### src/rtl/music_pkg.sv
// Shared types and default widths for the music streamer.
package music_pkg;

   typedef enum logic [1:0] {
      ST_IDLE  = 2'd0,
      ST_FETCH = 2'd1,
      ST_DRAIN = 2'd2
   } state_e;

   localparam int DEF_ADDR_WIDTH = 18;
   localparam int DEF_DATA_WIDTH = 8;

endpackage

### src/rtl/sample_fifo.sv
// Small show-ahead synchronous FIFO holding prefetched audio samples.
module sample_fifo #(
   parameter int DATA_WIDTH = 8,
   parameter int FIFO_DEPTH = 4
) (
   input  logic                          clk,
   input  logic                          rst_n,
   input  logic                          flush,
   input  logic                          push,
   input  logic [DATA_WIDTH-1:0]         push_data,
   input  logic                          pop,
   output logic [DATA_WIDTH-1:0]         head,
   output logic [$clog2(FIFO_DEPTH):0]   count,
   output logic                          empty
);

   localparam int AW = $clog2(FIFO_DEPTH);

   logic [DATA_WIDTH-1:0] mem_q [FIFO_DEPTH];
   logic [AW-1:0]         wr_q;
   logic [AW-1:0]         rd_q;
   logic [AW:0]           cnt_q;
   logic                  do_push;
   logic                  do_pop;

   assign empty   = (cnt_q == '0);
   assign do_pop  = pop && !flush && !empty;
   // A push into a full FIFO is still accepted when the head leaves in the same cycle.
   assign do_push = push && !flush && ((cnt_q != (AW+1)'(FIFO_DEPTH)) || do_pop);

   always_ff @(posedge clk or negedge rst_n) begin
      if (!rst_n) begin
         wr_q  <= '0;
         rd_q  <= '0;
         cnt_q <= '0;
      end else if (flush) begin
         wr_q  <= '0;
         rd_q  <= '0;
         cnt_q <= '0;
      end else begin
         if (do_push) wr_q <= wr_q + AW'(1);
         if (do_pop)  rd_q <= rd_q + AW'(1);
         cnt_q <= cnt_q + (AW+1)'(do_push) - (AW+1)'(do_pop);
      end
   end

   always_ff @(posedge clk) begin
      if (do_push) mem_q[wr_q] <= push_data;
   end

   assign head  = mem_q[rd_q];
   assign count = cnt_q;

endmodule

### src/rtl/music_streamer.sv
// Streams a clip of samples from a pipelined ROM through a prefetch FIFO,
// releasing one sample per sample_tick, with optional looping.
module music_streamer
   import music_pkg::*;
#(
   parameter int ADDR_WIDTH  = DEF_ADDR_WIDTH,
   parameter int DATA_WIDTH  = DEF_DATA_WIDTH,
   parameter int ROM_LATENCY = 1,
   parameter int FIFO_DEPTH  = 4
) (
   input  logic                  clk,
   input  logic                  rst_n,
   input  logic                  start,
   input  logic                  stop,
   input  logic                  loop_en,
   input  logic [ADDR_WIDTH-1:0] base_addr,
   input  logic [ADDR_WIDTH-1:0] end_addr,
   input  logic                  sample_tick,
   output logic                  rom_en,
   output logic [ADDR_WIDTH-1:0] rom_addr,
   input  logic [DATA_WIDTH-1:0] rom_data,
   output logic [DATA_WIDTH-1:0] sample_out,
   output logic                  sample_valid,
   output logic                  busy,
   output logic                  done,
   output logic                  underrun
);

   localparam int CNT_W = $clog2(FIFO_DEPTH) + 1;
   localparam int CW    = CNT_W + 1;

   state_e                 state_q, state_d;
   logic [ADDR_WIDTH-1:0]  ptr_q, ptr_d;
   logic [ADDR_WIDTH-1:0]  base_q, base_d;
   logic [ADDR_WIDTH-1:0]  end_q, end_d;
   logic [ROM_LATENCY-1:0] vld_q, vld_d, vld_shift;
   logic [DATA_WIDTH-1:0]  sample_q, sample_d;
   logic                   sample_valid_q, underrun_q;
   logic                   abort;

   logic [CNT_W-1:0]       fifo_count;
   logic                   fifo_empty;
   logic [DATA_WIDTH-1:0]  fifo_head;
   logic [CW-1:0]          inflight_cnt;
   logic                   issue, push, pop;

   always_comb begin
      inflight_cnt = '0;
      for (int i = 0; i < ROM_LATENCY; i++) begin
         inflight_cnt = inflight_cnt + CW'(vld_q[i]);
      end
   end

   // Reads are only issued when the FIFO is guaranteed room for the returning data.
   assign issue = (state_q == ST_FETCH) &&
                  ((CW'(fifo_count) + inflight_cnt) < CW'(FIFO_DEPTH));
   assign push  = vld_q[ROM_LATENCY-1];
   assign abort = stop && (state_q != ST_IDLE);
   assign pop   = sample_tick && !abort && (state_q != ST_IDLE) && !fifo_empty;

   generate
      if (ROM_LATENCY == 1) begin : g_lat1
         assign vld_shift = issue;
      end else begin : g_latn
         assign vld_shift = {vld_q[ROM_LATENCY-2:0], issue};
      end
   endgenerate

   always_comb begin
      state_d  = state_q;
      ptr_d    = ptr_q;
      base_d   = base_q;
      end_d    = end_q;
      done     = 1'b0;
      vld_d    = abort ? '0 : vld_shift;
      sample_d = pop ? fifo_head : sample_q;
      case (state_q)
         ST_IDLE: begin
            if (start && !stop && (inflight_cnt == '0)) begin
               base_d  = base_addr;
               end_d   = (end_addr < base_addr) ? base_addr : end_addr;
               ptr_d   = base_addr;
               state_d = ST_FETCH;
            end
         end
         ST_FETCH: begin
            if (issue) begin
               if (ptr_q == end_q) begin
                  if (loop_en) ptr_d = base_q;
                  else         state_d = ST_DRAIN;
               end else begin
                  ptr_d = ptr_q + ADDR_WIDTH'(1);
               end
            end
         end
         ST_DRAIN: begin
            if (fifo_empty && (inflight_cnt == '0)) begin
               done    = 1'b1;
               state_d = ST_IDLE;
            end
         end
         default: state_d = ST_IDLE;
      endcase
      if (abort) begin
         state_d = ST_IDLE;
         done    = 1'b0;
      end
   end

   always_ff @(posedge clk or negedge rst_n) begin
      if (!rst_n) begin
         state_q        <= ST_IDLE;
         ptr_q          <= '0;
         base_q         <= '0;
         end_q          <= '0;
         vld_q          <= '0;
         sample_q       <= '0;
         sample_valid_q <= 1'b0;
         underrun_q     <= 1'b0;
      end else begin
         state_q        <= state_d;
         ptr_q          <= ptr_d;
         base_q         <= base_d;
         end_q          <= end_d;
         vld_q          <= vld_d;
         sample_q       <= sample_d;
         sample_valid_q <= pop;
         underrun_q     <= sample_tick && !abort && (state_q == ST_FETCH) && fifo_empty;
      end
   end

   sample_fifo #(
      .DATA_WIDTH (DATA_WIDTH),
      .FIFO_DEPTH (FIFO_DEPTH)
   ) u_fifo (
      .clk       (clk),
      .rst_n     (rst_n),
      .flush     (abort),
      .push      (push),
      .push_data (rom_data),
      .pop       (pop),
      .head      (fifo_head),
      .count     (fifo_count),
      .empty     (fifo_empty)
   );

   assign rom_en       = issue;
   assign rom_addr     = ptr_q;
   assign sample_out   = sample_q;
   assign sample_valid = sample_valid_q;
   assign underrun     = underrun_q;
   assign busy         = (state_q != ST_IDLE);

endmodule

### config.mk
export PLATFORM = sky130hd
export DESIGN_NAME = music_streamer
export DESIGN_NICKNAME = d
export VERILOG_FILES = /design/src/rtl/music_pkg.sv /design/src/rtl/sample_fifo.sv /design/src/rtl/music_streamer.sv
export SDC_FILE = /design/constraint.sdc
export NUM_CORES = 1
export LEC_CHECK = 0
export BUFFER_PORTS_ARGS = -buffer_cell sky130_fd_sc_hd__buf_2
export CAP_MARGIN = 40
export CORE_AREA = 8 8 112 114
export CTS_CLUSTER_DIAMETER = 30
export DETAILED_ROUTE_END_ITERATION = 6
export DIE_AREA = 0 0 120 122
export PLACE_DENSITY_LB_ADDON = 0.1
export SYNTH_ARGS = -nofsm -noshare
export SYNTH_HDL_FRONTEND = slang
export SYNTH_SLANG_ARGS = --single-unit
export TNS_END_PERCENT = 5
### constraint.sdc
create_clock -name clk -period 7.6 [get_ports clk]
set_input_delay 0 -clock clk [delete_from_list [all_inputs] [get_ports clk]]
set_output_delay 0 -clock clk [all_outputs]
set_load 0.03 [all_outputs]
Yosys cells after proc, flatten, opt, wreduce, memory -nomap -nowiden
Memories as Yosys holds them, arrays and structs flattened. A register that Yosys moved wholly into a read port is not among the register bits.
Cells that the tools add are included.
{"block": "classes", "magnitude_cmp": 2, "n_reduce_logical": 29, "addsub": 6, "eq_ne": 12, "n_mux": 24}
{"cell": "$mux 18", "count": 5}
{"cell": "$pmux 18 s2", "count": 1}
{"cell": "$mux 2", "count": 10}
{"cell": "$add 18x1->18 const B", "count": 1}
{"cell": "$eq 18x18->1", "count": 1}
{"cell": "$lt 18x18->1", "count": 1}
{"cell": "$ne 3x3->1 const B", "count": 6}
{"cell": "$logic_and 1x1->1", "count": 14}
{"cell": "$reduce_bool 2->1", "count": 4}
{"cell": "$mux 1", "count": 6}
{"cell": "$pmux 2 s3", "count": 1}
{"cell": "$reduce_and 5->1", "count": 1}
{"cell": "$add 2x1->2 const B", "count": 2}
{"cell": "$add 3x1->4", "count": 1}
{"cell": "$logic_not 1->1", "count": 4}
{"cell": "$logic_not 4->1", "count": 1}
{"cell": "$lt 4x3->1 const B", "count": 1}
{"cell": "$ne 2x2->1 const B", "count": 2}
{"cell": "$reduce_and 4->1", "count": 1}
{"cell": "$add 3x1->3", "count": 1}
{"cell": "$logic_not 3->1", "count": 1}
{"cell": "$mux 3", "count": 1}
{"cell": "$ne 3x2->1 const B", "count": 1}
{"cell": "$sub 3x1->3", "count": 1}
{"cell": "other kinds (5)", "count": 5}
{"block": "totals", "output_inout_bits": 31, "regBits": 66, "mem_count": 1, "elab_cells": 84, "mem_bits_rw": 32, "inputBits": 50}
{"name": "u_fifo.mem_q", "words": 4, "word_bits": 8, "read_ports": 1, "rd_ports_with_merged_regs": 1, "write_ports": 1, "line": "sample_fifo.sv:19", "rtl": "logic [DATA_WIDTH-1:0] mem_q [FIFO_DEPTH];"}

Logic depth before layout (Yosys ltp)
Gate-level depths: netlist of run 1.
{"block": "logic_depth", "ltp_word": 13, "depth_mapped": 11, "mapped_depth_nobuf": 10}

Cells and area by module
Synthesis of run 1 repeated with hierarchy kept, for this count alone.
{"block": "hier_totals", "cells_unflattened": 538, "area_unflattened_um2": 5688.0}
{"module": "music_streamer", "seq_area_each_um2": 1676.6, "n_inst": 1, "cells_per_inst": 453, "area_per_inst_um2": 4055.1}
{"module": "sample_fifo", "seq_area_each_um2": 1136.1, "n_inst": 1, "cells_per_inst": 85, "area_per_inst_um2": 1632.8}

Least setup slack after synthesis of run 1
No wires, ideal clock.
{"block": "synth_timing", "path_kind": "register to register", "startpoint": "reg state_q[0]", "endpoint": "reg u_fifo.cnt_q[2] (netlist: u_fifo.count[2])", "synth_period_minus_slack_ns": 2.466, "path_stages_with_launch": 12, "path_slack_ns": 5.134, "t_arrival_ns": 2.345, "cell_sequence": "dfrtp_1 -> or2_2 -> nand2_1 -> nor3b_1 -> clkbuf_1 -> ha_1 -> inv_1 -> ha_1 -> inv_1 -> fa_1 -> xnor2_1 -> nor2_1"}
{"block": "synth_between", "elab_chain_len": 13, "elab_cells_between_ends": 14}
{"item": "start: declaration", "line": "music_streamer.sv:32", "rtl": "state_e state_q, state_d;"}
{"item": "start signal: assignment", "line": "music_streamer.sv:121", "rtl": "state_q <= state_d;"}
{"item": "$reduce_bool 2->1 (*)"}
{"item": "via busy", "line": "music_streamer.sv:24", "rtl": "output logic busy,"}
{"item": "$logic_and 1x1->1", "line": "music_streamer.sv:58", "rtl": "assign abort = stop && (state_q != ST_IDLE);"}
{"item": "$logic_not 1->1", "line": "sample_fifo.sv:27, sample_fifo.sv:29, music_streamer.sv:59"}
{"item": "$logic_and 1x1->1 (3 in series)", "line": "music_streamer.sv:59", "rtl": "assign pop = sample_tick && !abort && (state_q != ST_IDLE) && !fifo_empty;"}
{"item": "$logic_and 1x1->1 (2 in series)", "line": "sample_fifo.sv:27", "rtl": "assign do_pop = pop && !flush && !empty;"}
{"item": "$logic_or 1x1->1", "line": "sample_fifo.sv:29", "rtl": "assign do_push = push && !flush && ((cnt_q != (AW+1)'(FIFO_DEPTH)) || do_pop);"}
{"item": "$logic_and 1x1->1", "line": "sample_fifo.sv:29"}
{"item": "$add 3x1->3", "line": "sample_fifo.sv:43", "rtl": "cnt_q <= cnt_q + (AW+1)'(do_push) - (AW+1)'(do_pop);"}
{"item": "$sub 3x1->3", "line": "sample_fifo.sv:43"}
{"item": "$mux 3 (*)", "line": "sample_fifo.sv:36", "rtl": "end else if (flush) begin"}
{"item": "end signal: assignment", "line": "sample_fifo.sv:43"}
{"item": "end: declaration", "line": "sample_fifo.sv:22", "rtl": "logic [AW:0] cnt_q;"}
Mark *: on every way through the listed nets, which the timed path passes. The rest lies on a longest branch.
A chain may end at the register's enable or synchronous reset.

Final worst setup path of run 1
{"block": "layout_timing", "startpoint": "reg u_fifo.cnt_q[1] (netlist: u_fifo.count[1])", "endpoint": "reg u_fifo.cnt_q[2] (netlist: u_fifo.count[2])"}
{"block": "layout_between", "elab_chain_len": 10, "elab_cells_between_ends": 11}
{"item": "$logic_not 3->1", "line": "sample_fifo.sv:26", "rtl": "assign empty = (cnt_q == '0);"}
{"item": "$logic_not 1->1", "line": "sample_fifo.sv:27, music_streamer.sv:59"}
{"item": "$logic_and 1x1->1", "line": "music_streamer.sv:59"}
{"item": "$logic_and 1x1->1 (2 in series)", "line": "sample_fifo.sv:27"}
{"item": "$logic_or 1x1->1", "line": "sample_fifo.sv:29"}
{"item": "$logic_and 1x1->1", "line": "sample_fifo.sv:29"}
{"item": "$add 3x1->3", "line": "sample_fifo.sv:43"}
{"item": "$sub 3x1->3 (*)", "line": "sample_fifo.sv:43"}
{"item": "$mux 3 (*)", "line": "sample_fifo.sv:36"}
Mark *: on every way between the ends. The rest lies on a longest branch, timed or not.

==> results_dict.tcl, run 1 <==
set metrics [dict create \
    critical_path_arrival_ns 2.99 \
    post_route_cells_drive_above_1_share 0.188 \
    routed_length_on_met1_um 6470 \
    placementRows 38 \
    cts_buffers 9 \
    finalPower_uw 2060 \
    finish.utilization 0.648 \
    yosys_warnings 0 \
    clock_sink_count 106 \
    final.setup.tns_ns 0 \
    clock_skew_ns 0.0125 \
    via_per_inst 5.72 \
    drt_first_iter_violations 354 \
    synthArstFlopShare 0.698 \
    gp_routability_congestion 0.837 \
    io_pins 81 \
    reg2regPathDepth 9 \
    worstSetupPathType "reg2reg" \
    cp_slowest_stage_delay_ns 0.73 \
    detail_route.wl_per_cell_um 18.2 \
    num_vias 4515 \
    die-height_um 122 \
    critPathLaunchType "flop" \
    clockRootBuffer "sky130_fd_sc_hd__clkbuf_8" \
    setup_viol_count_final 0 \
    crit_path_max_fanout 11 \
    fin_ws_ns 4.88 \
    synth_sequential_area_ratio 0.484 \
    yosys.cell_types.count 49 \
    final_hold_viol_count 0 \
    finalCriticalPeriod_ns 2.72 \
    whs_ns 0.0157 \
    worstPathCellList "or3_1 > nor3b_2 > ha_1 > inv_1 > ha_1 > inv_1 > fa_1 > xnor2_1 > nor2_1" \
    antenna_found_initial 0 \
    maxCapViolations 0 \
    start_util 0.544 \
    post_synthesis_register_bit_count 106 \
    power.static_leakage_uw 0.00302 \
    power.density_cell_area_mw_per_mm2 297 \
    synth_cells 543 \
    post_place_setup_slack_ns 4.84 \
    fillerInstances 864 \
    synth_top_area_share 0.318 \
    postSynth.topFlopCell "sky130_fd_sc_hd__dfrtp_1" \
    area_growth_pct 19.1 \
    holdCritPathClass "in2reg" \
    finalCritPeriodShare 0.359 \
    drt_first_pass_iters 4 \
    drt_wl_total_um 14400 \
    worst-slew-pin-transition_ns 0.864 \
    cts.clk_slew.worst_paths_ns 0.10 \
    post_synth_instance_area_mm2 0.00582 \
    port_buffers 80 \
    cell_taking_the_most_area_after_synthesis "sky130_fd_sc_hd__dfrtp_1" \
    met2_wirelength_um 7080 \
    sequential_standard_cell_area_mm2 0.00281 \
    yosys.cell_count.top_type "sky130_fd_sc_hd__dfrtp_1" \
    h_tree_depth 3 \
    clock_tree.buffer_depth 2 \
    dp_hpwl_um 10400 \
    critical_path.slowest_cell "sky130_fd_sc_hd__nor3b_2" \
    timing.fmax_mhz 367 \
    maxSlewHeadroom 0.421 \
    met3WireLength_um 593 \
    rsz0062_at_grt "no" \
    worstSetupEndpointType "flop" \
    top_layer_used "met4" \
    status "completed" \
    ys_top_cells_by_count "sky130_fd_sc_hd__dfrtp_1 (74), sky130_fd_sc_hd__nand2_1 (66), sky130_fd_sc_hd__o211ai_1 (36)" \
    grt_start_max_net_pins 66 \
    post_synth_edffs 32 \
    timing.critical_path.required_ns 7.86 \
    synth.avg_cell_area_um2 10.7 \
    whs_path_depth 3 \
    antenna_left 0 \
    fp.coreArea_mm2 0.0107 \
    chipWidth_um 120 \
    dieArea_mm2 0.0146 \
    finalMaxSlewViolations 0 \
    global_route.overflow_total 0 \
    nets 721 \
    number_of_global_route_vias_before_repair 4547 \
    num_antenna_cells 0 \
    clock_tree_from_tritoncts "yes" \
    grt.total_usage 0.204 \
    post_synth_main_area_contributors "sky130_fd_sc_hd__dfrtp_1 (32%), sky130_fd_sc_hd__edfxtp_1 (17%), sky130_fd_sc_hd__ha_1 (5.4%)" \
    ir_worst_vdd_mv 0.148 \
    postSynthNetCount 619 \
    worstSkewPairLatency_ns 0.38 \
    drt_drc_violations_left 0 \
    grt_pass1_wl_um 24000 \
    multi_input_comb_area_mm2 0.00277 \
]
what timing repair did:
action,CTS,global route
endpoints found under the hold margin,165,0
setup endpoints to repair,0,0
resized for setup,0,0
hold buffers,37,0
setup buffers,0,0
metrics by stage:
| step | instances | instance area [µm²] |
|---|---|---|
| after CTS | 790 | 6930 |
| after detailed placement | 737 | 6370 |
| after floorplan | 543 | 5820 |
| after global routing | 790 | 6930 |
| final | 790 | 6930 |
| after global placement | 733 | 6280 |
sequential cells by signal (all words and copies together), names as in the netlist, 2 cells and up:
| name | flops |
|---|---|
| state_q | 2 |
| base_q | 18 |
| u_fifo.mem_q | 32 |
| u_fifo.wr_q | 2 |
| u_fifo.count | 3 |
| rom_addr | 18 |
| end_q | 18 |
| u_fifo.rd_q | 2 |
| sample_out | 8 |
layout make-up:
class | count | share of cell area
clock buffer | 10 | 0.0184
multi-input combinational | 379 | 0.400
tap | 140 | 0.0253
clock inverter | 6 | 0.00795
inverter | 24 | 0.0130
sequential | 106 | 0.406
timing repair buffer | 125 | 0.129
critical path, delay by kind of cell, from the launching register on:
family | cells | cell delay (ns)
AND/OR/NAND/NOR | 3 | 1.00
adder cells (fa/ha/maj) | 3 | 0.88
flip-flops | 1 | 0.47
XOR/XNOR | 1 | 0.15
buffers and inverters | 2 | 0.11
per-layer routing:
metal / global-route usage / up-vias
li1: - / 2172
met1: 0.261 / 2207
met2: 0.343 / 121
met3: 0.0426 / 15
met4: 0.0585 / 0
met5: 0 / -
worst paths after layout:
check	end	slack (ns)	from
min reg2reg	base_q[17]	0.48	base_q[17]
min in group asynchronous	sample_out[2]	0.16	rst_n
max	u_fifo.count[2]	4.88	u_fifo.count[1]
max in group asynchronous	u_fifo.wr_q[0]	6.63	rst_n
max reg2reg	u_fifo.count[2]	4.88	u_fifo.count[1]
min	end_q[10]	0.02	end_addr[10]
kinds of logic after synthesis:
group	Yosys count	share of synthesized area
AO/OA/AOI/OAI	103	0.133
XOR/XNOR	37	0.0557
adder cells (fa/ha/maj)	26	0.0572
AND/OR/NAND/NOR	183	0.157
multiplexers	30	0.0706
flip-flops	106	0.484
buffers and inverters	58	0.0430
where the power goes:
group | leakage (µW) | switching (µW) | internal (µW) | total (µW)
clock network | 0.0000942 | 208 | 127 | 335
registers | 0.00119 | 181 | 738 | 919
logic | 0.00173 | 472 | 334 | 806
cell usage in the layout, fill, tap and decap left out, types with 8 or more instances in the layout:
cell type                       count
sky130_fd_sc_hd__o211ai_1          36
sky130_fd_sc_hd__mux2_1             8
sky130_fd_sc_hd__mux2i_1           14
sky130_fd_sc_hd__a31oi_1           19
sky130_fd_sc_hd__xor2_1            18
sky130_fd_sc_hd__a41oi_1           19
sky130_fd_sc_hd__inv_1             24
sky130_fd_sc_hd__buf_2             79
sky130_fd_sc_hd__nor2b_1           18
sky130_fd_sc_hd__edfxtp_1          32
sky130_fd_sc_hd__ha_1              25
sky130_fd_sc_hd__dlygate4sd3_1     37
sky130_fd_sc_hd__nand3_1           24
sky130_fd_sc_hd__mux4_2             8
sky130_fd_sc_hd__dfrtp_1           74
sky130_fd_sc_hd__xnor2_1           19
sky130_fd_sc_hd__nand2_1           66
sky130_fd_sc_hd__nor2_1            33
sky130_fd_sc_hd__clkbuf_8           9
Note: power is estimated with default switching activity, not from simulation.
==> run 2, diff against run 1 <==
--- a/config.mk
+++ b/config.mk
@@ -7,10 +7,10 @@
 export LEC_CHECK = 0
 export BUFFER_PORTS_ARGS = -buffer_cell sky130_fd_sc_hd__buf_2
 export CAP_MARGIN = 40
-export CORE_AREA = 8 8 112 114
+export CORE_AREA = 8 8 115 117
 export CTS_CLUSTER_DIAMETER = 30
 export DETAILED_ROUTE_END_ITERATION = 6
-export DIE_AREA = 0 0 120 122
+export DIE_AREA = 0 0 123 125
 export PLACE_DENSITY_LB_ADDON = 0.1
 export SYNTH_ARGS = -nofsm -noshare
 export SYNTH_HDL_FRONTEND = slang
==> constraint.sdc (replaced) <==
create_clock -name clk -period 2.42 [get_ports clk]
set_input_delay 0 -clock clk [delete_from_list [all_inputs] [get_ports clk]]
set_output_delay 0 -clock clk [all_outputs]
set_load 0.03 [all_outputs]
==> run 2 against run 1 <==
Global-route usage down 0.94 points. Setup slack worse by 4.7 ns. Largest cell class unchanged. Design area up 2.0%. Final cell count up 2.0%. Highest routed layer unchanged. Register-to-register slack worse by 4.7 ns. Sequential power rose to 3.1 times the previous value. Total power rose to 3.4 times the previous value. Utilization down 3.9 points. Sequential share of layout area down 0.79 points. Sequential cell count unchanged. Worst hold slack better by 0.0050 ns. Critical path type unchanged.
==> results_dict.tcl, run 2 (synthesis results as in run 1) <==
set metrics [dict create \
    antenna_left 0 \
    worstSetupPathType "reg2reg" \
    global_route.overflow_total 0 \
    crit_path_max_fanout 5 \
    r2r-end "u_fifo.count[2]" \
    maxCapViolations 0 \
    fillerInstances 960 \
    clock_sink_count 106 \
    dp_hpwl_um 10500 \
    drt_first_iter_violations 284 \
    gp_routability_congestion 0.815 \
    cp_slowest_stage_delay_ns 0.45 \
    status "completed" \
    post_route_cells_drive_above_1_share 0.212 \
    worstSetupEndpointType "flop" \
    routed_length_on_met1_um 6780 \
    met3WireLength_um 788 \
    crit_buf_inv 2 \
    number_of_global_route_vias_before_repair 4593 \
    rsz0062_at_grt "no" \
    clockRootBuffer "sky130_fd_sc_hd__clkbuf_16" \
    area_growth_pct 21.5 \
    nets 730 \
    max_ffs_per_register 32 \
    critPathTopFamily "adder cells" \
    top_layer_used "met4" \
    holdCritPathClass "in2async" \
    clock_skew_ns 0.00649 \
    grt_pass1_wl_um 23600 \
    clock_tree.buffer_depth 2 \
    cts_setup_buffers 0 \
    clock_tree_from_tritoncts "yes" \
    drt_wl_total_um 14400 \
    cts_buffers 9 \
    reg2reg_slack_ns 0.14 \
    ir_worst_vdd_mv 0.478 \
    share_of_total_power_in_sequential_cells 0.404 \
    power.switching_fraction 0.398 \
    finalMaxSlewViolations 0 \
    maxSlewHeadroom 0.560 \
    dieArea_mm2 0.0154 \
    grt.total_usage 0.194 \
    power_frac_clock 0.206 \
    final_hold_viol_count 0 \
    cts.clk_slew.worst_paths_ns 0.08 \
    chipWidth_um 123 \
    fp.coreArea_mm2 0.0116 \
    die-height_um 125 \
    critical_path.slowest_cell "sky130_fd_sc_hd__or3_1" \
    placementRows 40 \
    finish.utilization 0.609 \
    reg2regPathDepth 9 \
    worst-slew-pin-transition_ns 0.660 \
    internal-power_uw 4200 \
    worstSkewPairLatency_ns 0.35 \
    power.density_cell_area_mw_per_mm2 988 \
    timing.critical_path.required_ns 2.66 \
    io_pins 81 \
    worstReg2RegStart "u_fifo.count[0]" \
    finalCritPeriodShare 0.944 \
    timing.fmax_mhz 438 \
    port_buffers 80 \
    num_vias 4552 \
    finalCriticalPeriod_ns 2.28 \
    critical_path_arrival_ns 2.52 \
    most_common_cell_after_layout_fill_and_taps_aside "sky130_fd_sc_hd__buf_2" \
    via_per_inst 5.65 \
    grt_start_max_net_pins 66 \
    critPathLaunchType "flop" \
    detail_route.wl_per_cell_um 17.9 \
    num_antenna_cells 0 \
    setup_viol_count_final 0 \
    met2_wirelength_um 6570 \
    combinationalPowerShare 0.390 \
    timing.critical_path.from "u_fifo.count[0]" \
    antenna_found_initial 0 \
    top_register "u_fifo.mem_q" \
    most-common-layout-cells "sky130_fd_sc_hd__buf_2 (79), sky130_fd_sc_hd__dfrtp_1 (74), sky130_fd_sc_hd__nand2_1 (65), sky130_fd_sc_hd__o211ai_1 (36), sky130_fd_sc_hd__nor2_1 (33)" \
    power.static_leakage_uw 0.00311 \
    start_util 0.501 \
    drt_drc_violations_left 0 \
    power.switching_uw 2780 \
    worstPathCellList "or3_1 > nor3b_2 > ha_1 > inv_1 > ha_1 > inv_1 > fa_1 > xnor2_1 > nor2_1" \
    drt_first_pass_iters 4 \
    final.setup.tns_ns 0 \
    h_tree_depth 3 \
]
## run 2: routing by layer
| metal | track usage | up-vias |
|---|---|---|
| met4 | 0.0723 | 0 |
| met3 | 0.0387 | 21 |
| met5 | 0 | - |
| met1 | 0.276 | 2213 |
| li1 | - | 2200 |
| met2 | 0.286 | 118 |
## run 2: worst register-to-register path, delay by kind of cell, from the launching register on
| kind | cells | cell delay (ns) |
|---|---|---|
| xor+xnor | 1 | 0.14 |
| fa+ha+maj | 3 | 0.80 |
| buf+inv | 2 | 0.11 |
| flops | 1 | 0.42 |
| simple gates | 3 | 0.69 |
## run 2: power by group through the flow
stage          Combinational (µW)  Clock, µW  Sequential, µW
3_3_place_gp                 2620          0            2820
4_1_cts                      2750       1470            2820
5_1_grt                      2980       1540            2900
3_5_place_dp                 2700          0            2860
2_1_floorplan                1490          0            3140
6_report                     2720       1440            2820
## run 2: worst max-delay path by stage
stage	end	cells after the start
2_1_floorplan	u_fifo.count[2]	10
3_3_place_gp	u_fifo.count[2]	9
3_5_place_dp	u_fifo.count[2]	9
4_1_cts	end_q[5]	8
5_1_grt	end_q[14]	9
6_report	u_fifo.count[2]	9
## run 2: metrics by stage
step / hold slack (ns) / cells / total power [µW] / area [µm²] / setup WS (ns)
after floorplan: -0.296 / 543 / 4630 / 5820 / 0.0526
after global routing: 0.0328 / 806 / 7420 / 7070 / 0.0318
after detailed placement: -0.144 / 760 / 5560 / 6470 / 0.136
after CTS: 0.0201 / 806 / 7040 / 7060 / 0.0661
final: 0.0208 / 806 / 6980 / 7070 / 0.135
after global placement: 0.212 / 759 / 5450 / 6440 / 0.236
## run 2: timing repair
| action | 4_1_cts | 5_1_grt |
|---|---|---|
| endpoints found under the hold margin | 164 | 0 |
| endpoints found under the setup margin | 0 | 18 |
| resized for setup | 0 | 1 |
| hold buffers | 30 | 0 |
## run 2: layout make-up
cell class | instances | area, µm² | share of cell area
clock buffer | 9 | 225 | 0.0319
inverter | 24 | 90.1 | 0.0128
tap | 147 | 184 | 0.0260
sequential | 106 | 2810 | 0.398
timing repair buffer | 134 | 916 | 0.130
multi-input combinational | 379 | 2770 | 0.392
clock inverter | 7 | 65.1 | 0.00921
==> run 3, diff against run 2 <==
--- a/config.mk
+++ b/config.mk
@@ -7,10 +7,10 @@
 export LEC_CHECK = 0
 export BUFFER_PORTS_ARGS = -buffer_cell sky130_fd_sc_hd__buf_2
 export CAP_MARGIN = 40
-export CORE_AREA = 8 8 115 117
+export CORE_AREA = 8 8 123 125
 export CTS_CLUSTER_DIAMETER = 30
 export DETAILED_ROUTE_END_ITERATION = 6
-export DIE_AREA = 0 0 123 125
+export DIE_AREA = 0 0 131 133
 export PLACE_DENSITY_LB_ADDON = 0.1
 export SYNTH_ARGS = -nofsm -noshare
 export SYNTH_HDL_FRONTEND = slang
==> run 3 against run 2 <==
Register-to-register slack gained 0.02 ns. Global-route usage fell by 1.5 points. Die area rose by 13%. Worst hold slack better by 0.023 ns. Via count down 0.64%. Combinational power down 4%. Routed wire length rose by 2.9%. Critical endpoint unchanged.
==> results_dict.tcl, run 3 (synthesis results as in run 1) <==
set metrics [dict create \
    h_tree_depth 3 \
    reg2reg_slack_ns 0.15 \
    finalCriticalPeriod_ns 2.27 \
    cts_setup_buffers 0 \
    whs_ns 0.0441 \
    num_vias 4523 \
    whs_path_depth 3 \
    critPathLaunchType "flop" \
    post_route_cells_drive_above_1_share 0.209 \
    maxSlewHeadroom 0.573 \
    start_util 0.444 \
    timing.critical_path.from "u_fifo.count[0]" \
    chipWidth_um 131 \
    number_of_global_route_vias_before_repair 4630 \
    clock_tree.buffer_depth 2 \
    critical_path_arrival_ns 2.50 \
    most_common_cell_after_layout_fill_and_taps_aside "sky130_fd_sc_hd__buf_2" \
    worstReg2RegStart "u_fifo.count[0]" \
    most-common-layout-cells "sky130_fd_sc_hd__buf_2 (79), sky130_fd_sc_hd__dfrtp_1 (74), sky130_fd_sc_hd__nand2_1 (65), sky130_fd_sc_hd__o211ai_1 (36), sky130_fd_sc_hd__nor2_1 (33)" \
    grt_pass1_wl_um 24600 \
    finish.utilization 0.541 \
    fp.coreArea_mm2 0.0131 \
    grt_start_max_net_pins 55 \
    via_per_inst 5.43 \
    clock_tree_from_tritoncts "yes" \
    top_register "u_fifo.mem_q" \
    dp.cells 787 \
    area_growth_pct 21.7 \
    holdCritPathClass "in2reg" \
    timing.critical_path.required_ns 2.65 \
    finish.cell_count_without_fillers 833 \
    maxCapViolations 0 \
    worstPathCellList "or3_1 > nor3b_1 > ha_1 > inv_1 > ha_1 > inv_1 > fa_1 > xnor2_1 > nor2_1" \
    worstSetupEndpointType "flop" \
    clock_skew_ns 0.00776 \
    crit_path_max_fanout 5 \
    critical_path.slowest_cell "sky130_fd_sc_hd__or3_1" \
    cp_slowest_stage_delay_ns 0.44 \
    fillerInstances 1176 \
    io_pins 81 \
    reg2regPathDepth 9 \
    final_hold_viol_count 0 \
    placementRows 42 \
    ir_worst_vdd_mv 0.411 \
    status "completed" \
    die-height_um 133 \
    port_buffers 80 \
    detail_route.wl_per_cell_um 17.8 \
    final.setup.tns_ns 0 \
    clockRootBuffer "sky130_fd_sc_hd__clkbuf_16" \
    clock_sink_count 106 \
    drt_first_iter_violations 318 \
    worstSetupPathType "reg2reg" \
    global_route.overflow_total 0 \
    antenna_found_initial 0 \
    drt_wl_total_um 14800 \
    dieArea_mm2 0.0174 \
    top_layer_used "met4" \
    setup_viol_count_final 0 \
    num_antenna_cells 0 \
    worst-slew-pin-transition_ns 0.640 \
    gp_routability_congestion 0.793 \
    r2r-end "u_fifo.count[2]" \
    routed_length_on_met1_um 7240 \
    max_ffs_per_register 32 \
    nets 728 \
    finalCritPeriodShare 0.937 \
    timing.fmax_mhz 441 \
    dp_hpwl_um 10900 \
    worstSkewPairLatency_ns 0.35 \
    antenna_left 0 \
    met2_wirelength_um 6820 \
    power.density_cell_area_mw_per_mm2 973 \
    drt_first_pass_iters 4 \
    power.static_leakage_uw 0.00309 \
    grt.total_usage 0.180 \
    hold_path_startpoint "end_addr[4]" \
    cts_buffers 9 \
    rsz0062_at_grt "no" \
    cts.clk_slew.worst_paths_ns 0.07 \
    finalMaxSlewViolations 0 \
    timing.hold.worst_endpoint "end_q[4]" \
    drt_drc_violations_left 0 \
    met3WireLength_um 647 \
]
[run 3: cell types whose count changed in the layout (fill, tap and decap cells not counted), sizes merged]
cell	change
inv	-3
buf	-2
clkinv	+2
clkbuf	+1
[run 3: worst max-delay path by stage]
| stage | end |
|---|---|
| after floorplan | u_fifo.count[2] |
| after global placement | u_fifo.count[2] |
| after detailed placement | u_fifo.count[2] |
| after CTS | end_q[16] |
| after global routing | end_q[5] |
| final | u_fifo.count[2] |
[run 3: repair_timing]
item	in CTS	in global routing
gates resized for setup	0	2
endpoints found under the hold margin	124	0
endpoints found under the setup margin	0	18
hold buffers	30	0
[run 3: final cells by class]
cell class | instances | area [µm²] | share of cell area
multi-input combinational | 379 | 2770 | 0.391
tap | 176 | 220 | 0.0311
clock inverter | 6 | 57.6 | 0.00813
inverter | 24 | 90.1 | 0.0127
timing repair buffer | 132 | 901 | 0.127
clock buffer | 10 | 229 | 0.0323
sequential | 106 | 2810 | 0.397
[run 3: routing by layer]
metal,track usage,vias up
met2,0.271,104
met3,0.0281,10
met5,0,-
met1,0.259,2207
li1,-,2202
met4,0.0491,0
[run 3: stage by stage]
stage / instance area (µm²) / power (µW) / setup WS [ns]
6_report: 7080 / 6890 / 0.151
5_1_grt: 7080 / 7350 / 0.0240
4_1_cts: 7080 / 6970 / 0.0489
3_5_place_dp: 6490 / 5510 / 0.141
3_3_place_gp: 6460 / 5420 / 0.236
2_1_floorplan: 5820 / 4630 / 0.0526
[run 3: critical path, delay by kind of cell (launching register included)]
kind	cells	cell delay, ns
adders and majority gates	3	0.80
and+or+nand+nor	3	0.69
DFF	1	0.41
xor gates and xnor gates	1	0.14
buffers and inverters	2	0.11
[run 3: power by group]
part / internal [µW] / total (µW) / leakage (µW) / switching, µW
logic: 1110 / 2620 / 0.00176 / 1500
registers: 2320 / 2860 / 0.00119 / 539
clock network: 723 / 1410 / 0.000141 / 690
total: 4160 / 6890 / 0.00309 / 2730
